===== config.mk =====
export PLATFORM = sky130hd
export DESIGN_NAME = bcd_to_decimal
export DESIGN_NICKNAME = d
export VERILOG_FILES = /design/src/rtl/bcd_pkg.sv /design/src/rtl/bcd_onehot_dec.sv /design/src/rtl/bcd_to_decimal.sv
export SDC_FILE = /design/constraint.sdc
export NUM_CORES = 1
export LEC_CHECK = 0
export ABC_AREA = 1
export BUFFER_PORTS_ARGS = -buffer_cell sky130_fd_sc_hd__clkbuf_2
export CAP_MARGIN = 20
export CORE_MARGIN = 2
export CORE_UTILIZATION = 25
export DETAILED_ROUTE_END_ITERATION = 12
export GPL_ROUTABILITY_DRIVEN = 1
export PLACE_DENSITY = 0.52
export SLEW_MARGIN = 20
export SYNTH_ARGS = -nofsm -noshare
export SYNTH_HDL_FRONTEND = slang
export SYNTH_SLANG_ARGS = --single-unit

===== constraint.sdc =====
create_clock -name clk -period 0.8 [get_ports clk]
set_input_delay 0.24 -clock clk [delete_from_list [all_inputs] [get_ports clk]]
set_output_delay 0.24 -clock clk [all_outputs]
set_load 0.05 [all_outputs]

===== src/rtl/bcd_pkg.sv =====
`default_nettype none
// ============================================================================
// Module      : bcd_pkg
// Description : Shared widths, limits and types for the BCD decimal decoder.
// Revision    : 1.0 - initial release
// ============================================================================
package bcd_pkg;

    localparam int unsigned BCD_W   = 4;
    localparam int unsigned DEC_N   = 10;
    localparam int unsigned BCD_MAX = 9;

    typedef logic [BCD_W-1:0] bcd_t;
    typedef logic [DEC_N-1:0] onehot10_t;

endpackage : bcd_pkg
`default_nettype wire


===== src/rtl/bcd_onehot_dec.sv =====
`default_nettype none
// ============================================================================
// Module      : bcd_onehot_dec
// Description : Combinational BCD code to one-hot decimal map with invalid flag.
// Revision    : 1.0 - initial release
// ============================================================================
module bcd_onehot_dec
    import bcd_pkg::*;
(
    input  bcd_t      i_code,
    output onehot10_t o_onehot,
    output logic      o_invalid
);

    always_comb begin
        o_invalid = (i_code > bcd_t'(BCD_MAX));
        o_onehot  = '0;
        for (int i = 0; i < int'(DEC_N); i++) begin
            o_onehot[i] = (i_code == bcd_t'(i));
        end
    end

endmodule : bcd_onehot_dec
`default_nettype wire


===== src/rtl/bcd_to_decimal.sv =====
`default_nettype none
// ============================================================================
// Module      : bcd_to_decimal
// Description : Registered 4-bit BCD to 1-of-10 decoder with invalid flag.
//               Define BCD_ERR_CNT_EN to add a saturating invalid-code counter.
// Revision    : 1.0 - initial release
// ============================================================================
module bcd_to_decimal
    import bcd_pkg::*;
#(
    parameter int unsigned ERR_CNT_W = 8
) (
    input  logic                 clk,
    input  logic                 rst_n,
    input  logic                 in_valid,
    input  logic                 a,
    input  logic                 b,
    input  logic                 c,
    input  logic                 d,
    output logic                 x0,
    output logic                 x1,
    output logic                 x2,
    output logic                 x3,
    output logic                 x4,
    output logic                 x5,
    output logic                 x6,
    output logic                 x7,
    output logic                 x8,
    output logic                 x9,
    output logic                 out_valid,
    output logic                 invalid
`ifdef BCD_ERR_CNT_EN
    ,
    output logic [ERR_CNT_W-1:0] err_cnt
`endif
);

    bcd_t      w_code;
    onehot10_t w_onehot;
    logic      w_invalid;

    onehot10_t r_x;
    logic      r_out_valid;
    logic      r_invalid;

    assign w_code = {a, b, c, d};

    bcd_onehot_dec u_dec (
        .i_code   (w_code),
        .o_onehot (w_onehot),
        .o_invalid(w_invalid)
    );

    // Decoded state only moves on a valid code, so idle inputs may be X/Z.
    always_ff @(posedge clk or negedge rst_n) begin
        if (!rst_n) begin
            r_x         <= '0;
            r_out_valid <= 1'b0;
            r_invalid   <= 1'b0;
        end else begin
            r_out_valid <= in_valid;
            if (in_valid) begin
                r_x       <= w_invalid ? '0 : w_onehot;
                r_invalid <= w_invalid;
            end
        end
    end

`ifdef BCD_ERR_CNT_EN
    logic [ERR_CNT_W-1:0] r_err_cnt;

    // Saturates at all-ones rather than wrapping.
    always_ff @(posedge clk or negedge rst_n) begin
        if (!rst_n) begin
            r_err_cnt <= '0;
        end else if (in_valid && w_invalid && (r_err_cnt != '1)) begin
            r_err_cnt <= r_err_cnt + ERR_CNT_W'(1);
        end
    end

    assign err_cnt = r_err_cnt;
`else
    logic w_unused_cfg;
    assign w_unused_cfg = (ERR_CNT_W > 0);
`endif

    assign {x9, x8, x7, x6, x5, x4, x3, x2, x1, x0} = r_x;
    assign out_valid = r_out_valid;
    assign invalid   = r_invalid;

endmodule : bcd_to_decimal
`default_nettype wire


==> results of run 1 <==
## timing repair
| item | in CTS | in global routing |
|---|---|---|
| hold endpoints to repair | 12 | 0 |
| gates cloned | 0 | 0 |
| resized for setup | 24 | 14 |
| hold buffers | 1 | 0 |
| setup endpoints to repair | 12 | 13 |
## cells by family after synthesis
kind of cell | after synthesis
simple gates | 39
buf+inv | 9
compound gates | 3
flops | 12
## stage by stage
stage	utilization	std cells
6_report	0.4235	115
5_1_grt	0.4235	115
3_3_place_gp	0.3444	111
4_1_cts	0.4145	115
2_1_floorplan	-	63
3_5_place_dp	0.3444	111
## sequential cells by signal (all words and copies together), names as in the netlist
register	count
r_x	10
invalid	1
out_valid	1
## final timing paths
check | end | slack, ps
setup / recovery | x0 | -290
hold reg to reg | r_x[4] | 520
max in group asynchronous | r_x[3] | 150
min in group asynchronous | out_valid | 390
setup reg to reg | invalid | 30
hold / removal | out_valid | 250
## layer usage
| metal | share of wire | track usage |
|---|---|---|
| met2 | 0.47 | 0.1511 |
| met1 | 0.47 | 0.1546 |
| met4 | 0.014 | 0.08333 |
| met5 | 0 | 0 |
| met3 | 0.052 | 0.02424 |
## report_power, final
group	leakage (uW)	internal [uW]	switching (uW)
clock	0.0000138	174	195
sequential	0.000143	636	22.7
combinational	0.000268	118	177
## cell type report
type,instances,area share
well taps,27,0.04066
flip-flops and latches,12,0.3795
multi-input cells,42,0.2154
inverters,8,0.03614
clock buffers,3,0.02711
repair buffers,23,0.3012
## synth_stat cells
cell      number
nand2_1       22
dfrtp_1       12
nand3_1        8
clkinv_1       1
inv_1          7
nor2_1         9
o21ai_0        1
buf_6          1
o21bai_1       2
==> results_dict.tcl, run 1 <==
set metrics [dict create \
    status "finished, violations left" \
    powerDensity_nw_per_um2 1591 \
    synth_top_family_by_area "simple AND/OR/NAND/NOR gates" \
    root_buffer "clkbuf_4" \
    critPathLaunch "r_x[0]" \
    fin_skew_ps 0 \
    multi_input_area_um2 178.9 \
    register_area_um2 315.3 \
    grt_pass1_wl_um 2028 \
    clock_sinks 12 \
    first_global_vias 476 \
    vdd.ir_drop.worst_uv 560.9 \
    layout_common_cells "nand2_1, dfrtp_2, buf_8" \
    place_congestion 0.7767 \
    crit_cells 1 \
    ios 19 \
    syn_area_um2 518.0 \
    synth_xor_xnor_area_share 0 \
    synth_compound_area_frac 0.03865 \
    yosysWarnings 0 \
    final_common_cell "nand2_1" \
    start_util 0.2640 \
    rsz0062_at_grt "true" \
    holdWs_ps 254.2 \
    portBuffers 18 \
    drt_iter0_markers 6 \
    netlist_instances 63 \
    cts_max_path_buffers 2 \
    antenna_cells 0 \
    synth-adder-area-share 0 \
    die_w_um 49.52 \
    setup_ws_ps -287.8 \
    synth_seq_cells 12 \
    fin_crit_sh 1.360 \
    synth_fp_nets 70 \
    synth_mux_area_frac 0 \
    crit_family "flip-flops" \
    die_y_um 49.52 \
    end_kind "output pin" \
    tritoncts "done" \
    cts_setup_buffers 0 \
    leakage_uw 0.0004254 \
    total_power_uw 1322 \
    postPlaceCellArea_um2 675.6 \
    worst_r2r_path_depth 3 \
    cts.htree.levels 1 \
    rows 16 \
    hold_viol_final 0 \
    vias_per_cell 4.139 \
    grt-ovfl-total 0 \
    cp_cell_sequence "buf_8" \
    clkLatencyLatePin_ps 270 \
    cts_buffers 3 \
    ant_nets 0 \
    synth_cell_type_count 9 \
    reg2reg_from "invalid" \
    ys_seq_area_frac 0.5797 \
    setup_viol 12 \
    core_um2 1962 \
    area_growth_pct 60.39 \
    dp_hpwl_um 857.1 \
    worstMarginPinSlew_ps 310.6 \
    yosysTopAreaCell "dfrtp_1" \
    hold_depth 2 \
    routed_wl_um 1220 \
    final_cell_area_um2 830.8 \
    fmax_mhz 919.3 \
    crit_required_ps 560 \
    start_kind "flip-flop" \
    synth_top_area_share 0.5797 \
    wl_per_cell_um 10.61 \
    max_cap_violations 0 \
    nNetsFinal 97 \
    firstDrtPassIters 4 \
    antenna_found_initial 0 \
    clkTransAtPathRegs_ps 80 \
    hp-class "in -> reg" \
    slowest_delay_ps 420 \
    synth_simple_gate_area_frac 0.3019 \
    critPathBufInv 1 \
    failed_checks "setup timing" \
    period_minus_slack_ps 1088 \
    drive_above_1_share 0.4318 \
    critPathArrivalTime_ps 850 \
    crit_slowest_cell "dfrtp_2" \
    dpl_worst_slack_ps -80.05 \
    synth.area.top_cells "dfrtp_1, nand2_1, nand3_1" \
    slew_headroom 0.7930 \
    dieArea_um2 2452 \
    slew_violations 0 \
    finalSetupTns_ps -3361 \
    grt_usage 0.1120 \
    critPathKind "reg -> out" \
    drc 0 \
    syn_avg_cell_area_um2 8.222 \
    num-fill-cells 210 \
    worstPathMaxFanout 2 \
    hold_start "in_valid" \
    grt_max_degree 13 \
    vias 476 \
]
Note: power is estimated with default switching activity, not from simulation.
==> run 2, diff against run 1 <==
- CORE_ASPECT_RATIO: unset -> 0.9
==> run 2 against run 1 <==
Net effect:
- the run still ends with setup timing left
- register-to-register slack about the same
- design area increased by 2.0%
- cell count unchanged
- sequential share of layout area decreased by 0.73 points
- combinational power about the same
- power increased by 7.9%
- hold slack got worse by 16 ps
- worst setup slack got worse by 1.1 ps
- clock power increased by 28%
- core utilization increased by 1.5 points
- flip-flop and latch count unchanged
- count of clock-buffer cells in the layout increased by 1
- critical endpoint is now x9
==> results_dict.tcl, run 2 (synthesis results as in run 1) <==
set metrics [dict create \
    die_w_um 51.98 \
    rsz0062_at_grt "true" \
    rows 15 \
    setup_ws_ps -288.9 \
    num-fill-cells 200 \
    fin_skew_ps 0 \
    clkTransAtPathRegs_ps 70 \
    place_congestion 0.7815 \
    hold_viol_final 0 \
    wl_per_cell_um 9.670 \
    die_y_um 47.19 \
    area_growth_pct 63.53 \
    grt_usage 0.1036 \
    antenna_found_initial 0 \
    worstMarginPinSlew_ps 302.3 \
    start_kind "flip-flop" \
    tritoncts "done" \
    numPlacedInstances 108 \
    portBuffers 18 \
    critPathBufInv 1 \
    vias_per_cell 4.070 \
    setup_viol 12 \
    dieArea_um2 2453 \
    crit_slowest_cell "dfrtp_2" \
    ff2ff_setup_slack_ps 20 \
    hp-class "in -> reg" \
    slowest_delay_ps 420 \
    period_minus_slack_ps 1089 \
    powerDensity_nw_per_um2 1684 \
    total_power_uw 1426 \
    firstDrtPassIters 4 \
    critPathKind "reg -> out" \
    worstPathMaxFanout 2 \
    layout_common_cells "nand2_1, dfrtp_2, buf_8" \
    hold_depth 2 \
    largest-register "r_x" \
    vias 468 \
    cp_cell_sequence "buf_8" \
    cts_buffers 3 \
    core_um2 1933 \
    worst_r2r_path_depth 3 \
    slew_violations 0 \
    drt_iter0_markers 13 \
    routed_wl_um 1112 \
    first_global_vias 388 \
    crit_family "flip-flops" \
    failed_checks "setup timing" \
    fin_crit_sh 1.361 \
    start_util 0.2680 \
    root_buffer "clkbuf_4" \
    grt_max_degree 13 \
    fin_cells 115 \
    rr_endpoint "invalid" \
    slew_headroom 0.7985 \
    leakage_uw 0.0004375 \
    critPathArrivalTime_ps 850 \
    crit_required_ps 560 \
    vdd.ir_drop.worst_uv 888.8 \
    end_kind "output pin" \
    ant_nets 0 \
    whs_endpoint "out_valid" \
    max_cap_violations 0 \
    drive_above_1_share 0.4333 \
    largest_reg_flops 10 \
    hold_start "in_valid" \
    cts_max_path_buffers 2 \
    status "finished, violations left" \
    ios 19 \
    nNetsFinal 98 \
    drc 0 \
    final_common_cell "nand2_1" \
    grt-ovfl-total 0 \
    clkLatencyLatePin_ps 270 \
    grt_pass1_wl_um 1725 \
    cts.htree.levels 1 \
    clock_sinks 12 \
    antenna_cells 0 \
    fmax_mhz 918.4 \
    reg2reg_from "invalid" \
]
## run 2: cell types whose count changed in the layout (fill, tap and decap cells not counted), sizes merged
cell    before  now
buf         16   17
clkbuf       9   10
## run 2: layout make-up
class	instances	area [um^2]	area share
well taps	25	31.28	0.03693
multi-input cells	42	176.4	0.2083
repair buffers	24	257.7	0.3043
flip-flops and latches	12	315.3	0.3722
inverters	8	30.03	0.03545
clock buffers	4	36.28	0.04284
## run 2: per-stage QoR
stage	setup slack [ps]	cell area [um^2]	TNS, ps	hold WS (ps)	utilization
6_report	-288.9	847.1	-3388	238.6	0.4382
5_1_grt	-320.7	847.1	-3757	234.8	0.4382
4_1_cts	-316.7	817.0	-3686	233.8	0.4227
3_5_place_dp	-105.0	665.6	-1329	143.5	0.3443
3_3_place_gp	-71.48	665.6	-1093	145.1	0.3443
2_1_floorplan	-59.90	533.0	-119.8	-55.59	-
## run 2: worst max-delay path by stage
stage               startpoint  cells past startpoint      end  slack, ps
floorplan               r_x[5]                      3   r_x[5]        -60
global placement      in_valid                      6   r_x[8]        -70
detailed placement    in_valid                      4  invalid       -100
CTS                     r_x[9]                      1       x9       -320
global route            r_x[9]                      1       x9       -320
finish                  r_x[9]                      1       x9       -290
## run 2: report_power, final
| group | internal (uW) | switching (uW) |
|---|---|---|
| registers | 636 | 22.0 |
| clock network | 277 | 197 |
| logic | 119 | 175 |
| total | 1030 | 394 |
## run 2: repair_timing
item / in CTS / in global routing
hold endpoints to repair: 12 / 0
setup buffers: 0 / 2
endpoints found under the setup margin: 12 / 12
gates cloned: 0 / 0
pin swaps: 0 / 1
resized for setup: 24 / 13
hold buffers: 1 / 0
## run 2: layer usage
metal,up-vias,GRT usage,share of wire
li1,246,-,-
met1,204,0.1468,0.50
met2,16,0.1316,0.41
met3,2,0.05732,0.084
met4,0,0.03158,0.0081
met5,-,0,0
==> run 3, diff against run 2 <==
- SLEW_MARGIN: 20 -> unset
- clock period: 0.8 -> 1.1 ns (I/O delays scaled with it)
==> run 3 against run 2 <==
Net effect:
- the run still ends with setup timing left
- worst setup slack improved by 220 ps
- critical path depth unchanged
- sequential power decreased by 28%
- count of clock-buffer cells in the layout decreased by 1
- via count increased by 8.8%
- critical path type unchanged
- largest power group unchanged
==> results_dict.tcl, run 3 (synthesis results as in run 1) <==
set metrics [dict create \
    antenna_cells 0 \
    largest-register "r_x" \
    register_area_um2 300.3 \
    clkTransAtPathRegs_ps 80 \
    cts_max_path_buffers 2 \
    period_minus_slack_ps 1172 \
    status "finished, violations left" \
    p_seq_frac 0.491 \
    internal-power_uw 683.6 \
    largest_reg_flops 10 \
    critPathBufInv 1 \
    die_y_um 47.19 \
    start_kind "flip-flop" \
    final_cell_area_um2 870.8 \
    crit_required_ps 770 \
    grt-ovfl-total 0 \
    rows 15 \
    vdd.ir_drop.worst_uv 382.9 \
    slowest_delay_ps 410 \
    vias 509 \
    p_switching_uw 284.7 \
    ant_nets 0 \
    worstPathMaxFanout 2 \
    critPathKind "reg -> out" \
    leakage_uw 0.0004863 \
    numPlacedInstances 107 \
    worstMarginPinSlew_ps 293.6 \
    drive_above_1_share 0.3438 \
    cts.htree.levels 1 \
    vias_per_cell 4.207 \
    wl_met3_um 71 \
    first_global_vias 457 \
    clock_sinks 12 \
    fin_cells 121 \
    p_sw_frac 0.2941 \
    cts_buffers 3 \
    fin_crit_sh 1.065 \
    area_growth_pct 68.12 \
    crit_family "flip-flops" \
    firstDrtPassIters 4 \
    start_util 0.2680 \
    slew_violations 0 \
    grt_pass1_wl_um 1925 \
    dr.max_layer_used "met4" \
    hold_viol_final 0 \
    routed_wl_um 1245 \
    fin_skew_ps 0 \
    setup_ws_ps -72.02 \
    layout_common_cells "nand2_1, dfrtp_1, buf_8, buf_4, nor2_1" \
    max_cap_violations 0 \
    ios 19 \
    fmax_mhz 853.2 \
    drt_iter0_markers 8 \
    combPwrFrac 0.236 \
    postPlaceCellArea_um2 643.1 \
    grt_usage 0.1083 \
    final_common_cell "nand2_1" \
    multi_input_area_um2 176.4 \
    setup_viol 12 \
    end_kind "output pin" \
    slew_headroom 0.8043 \
    dp_hpwl_um 860.9 \
    critPathArrivalTime_ps 840 \
    rsz0062_at_grt "true" \
    holdWs_ps 363.7 \
    root_buffer "clkbuf_4" \
    power_frac_clock 0.272 \
    die_w_um 51.98 \
    portBuffers 18 \
    place_congestion 0.7868 \
    tritoncts "done" \
    dieArea_um2 2453 \
    core_um2 1933 \
    wl_per_cell_um 10.29 \
    crit_slowest_cell "dfrtp_1" \
    num-fill-cells 199 \
    antenna_found_initial 0 \
    cp_cell_sequence "buf_8" \
    route.met2.wl_um 580 \
    nNetsFinal 105 \
    met1_length_um 573 \
    grt_max_degree 13 \
    failed_checks "setup timing" \
    clkLatencyLatePin_ps 260 \
    drc 0 \
    hp-class "in -> reg" \
    finalSetupTns_ps -672.9 \
    powerDensity_nw_per_um2 1112 \
]
==> run 3: changes by cell type in the layout (fill, tap and decap cells not counted), sizes merged <==
cell    delta
buf        +7
clkbuf     -1
==> run 3: metrics by stage <==
stage | utilization | power, uW | setup WS, ps
6_report | 0.4505 | 968.3 | -72.02
5_1_grt | 0.4505 | 1024 | -101.4
4_1_cts | 0.4233 | 947.4 | -88.94
3_5_place_dp | 0.3327 | 642.9 | 84.52
3_3_place_gp | 0.3327 | 641.7 | 130.8
2_1_floorplan | - | 584.1 | 169.0
==> run 3: metal layers <==
metal | global-route usage | vias to the layer above
met5 | 0 | -
met4 | 0.06316 | 0
met1 | 0.1387 | 235
met2 | 0.1772 | 13
li1 | - | 259
met3 | 0.01592 | 2
==> run 3: timing repair <==
action | CTS | global route
resized for setup | 24 | 12
setup buffers | 5 | 5
hold buffers | 1 | 0
setup endpoints to repair | 12 | 12
endpoints found under the hold margin | 12 | 0
==> run 3: layout make-up <==
cell class              instances  share of cell area
flip-flops and latches         12              0.3448
multi-input cells              42              0.2026
well taps                      25             0.03592
repair buffers                 31              0.3563
clock buffers                   3             0.02586
inverters                       8             0.03448
==> run 3: worst paths after layout <==
check                          from         to  slack (ps)  cells past startpoint
max in group asynchronous     rst_n     r_x[2]         400                      2
min                        in_valid  out_valid         360                      2
max reg2reg                  r_x[4]     r_x[4]         190                      4
min reg2reg                  r_x[3]     r_x[3]         540                      2
max                          r_x[4]         x4         -70                      1
min in group asynchronous     rst_n     r_x[4]         470                      2
==> run 3: power by group through the flow <==
stage	clock [uW]	sequential, uW	combinational [uW]
final	264	476	229
after global routing	299	478	246
after CTS	266	472	210
after detailed placement	0	478	165
after global placement	0	477	165
after floorplan	0	543	41.5
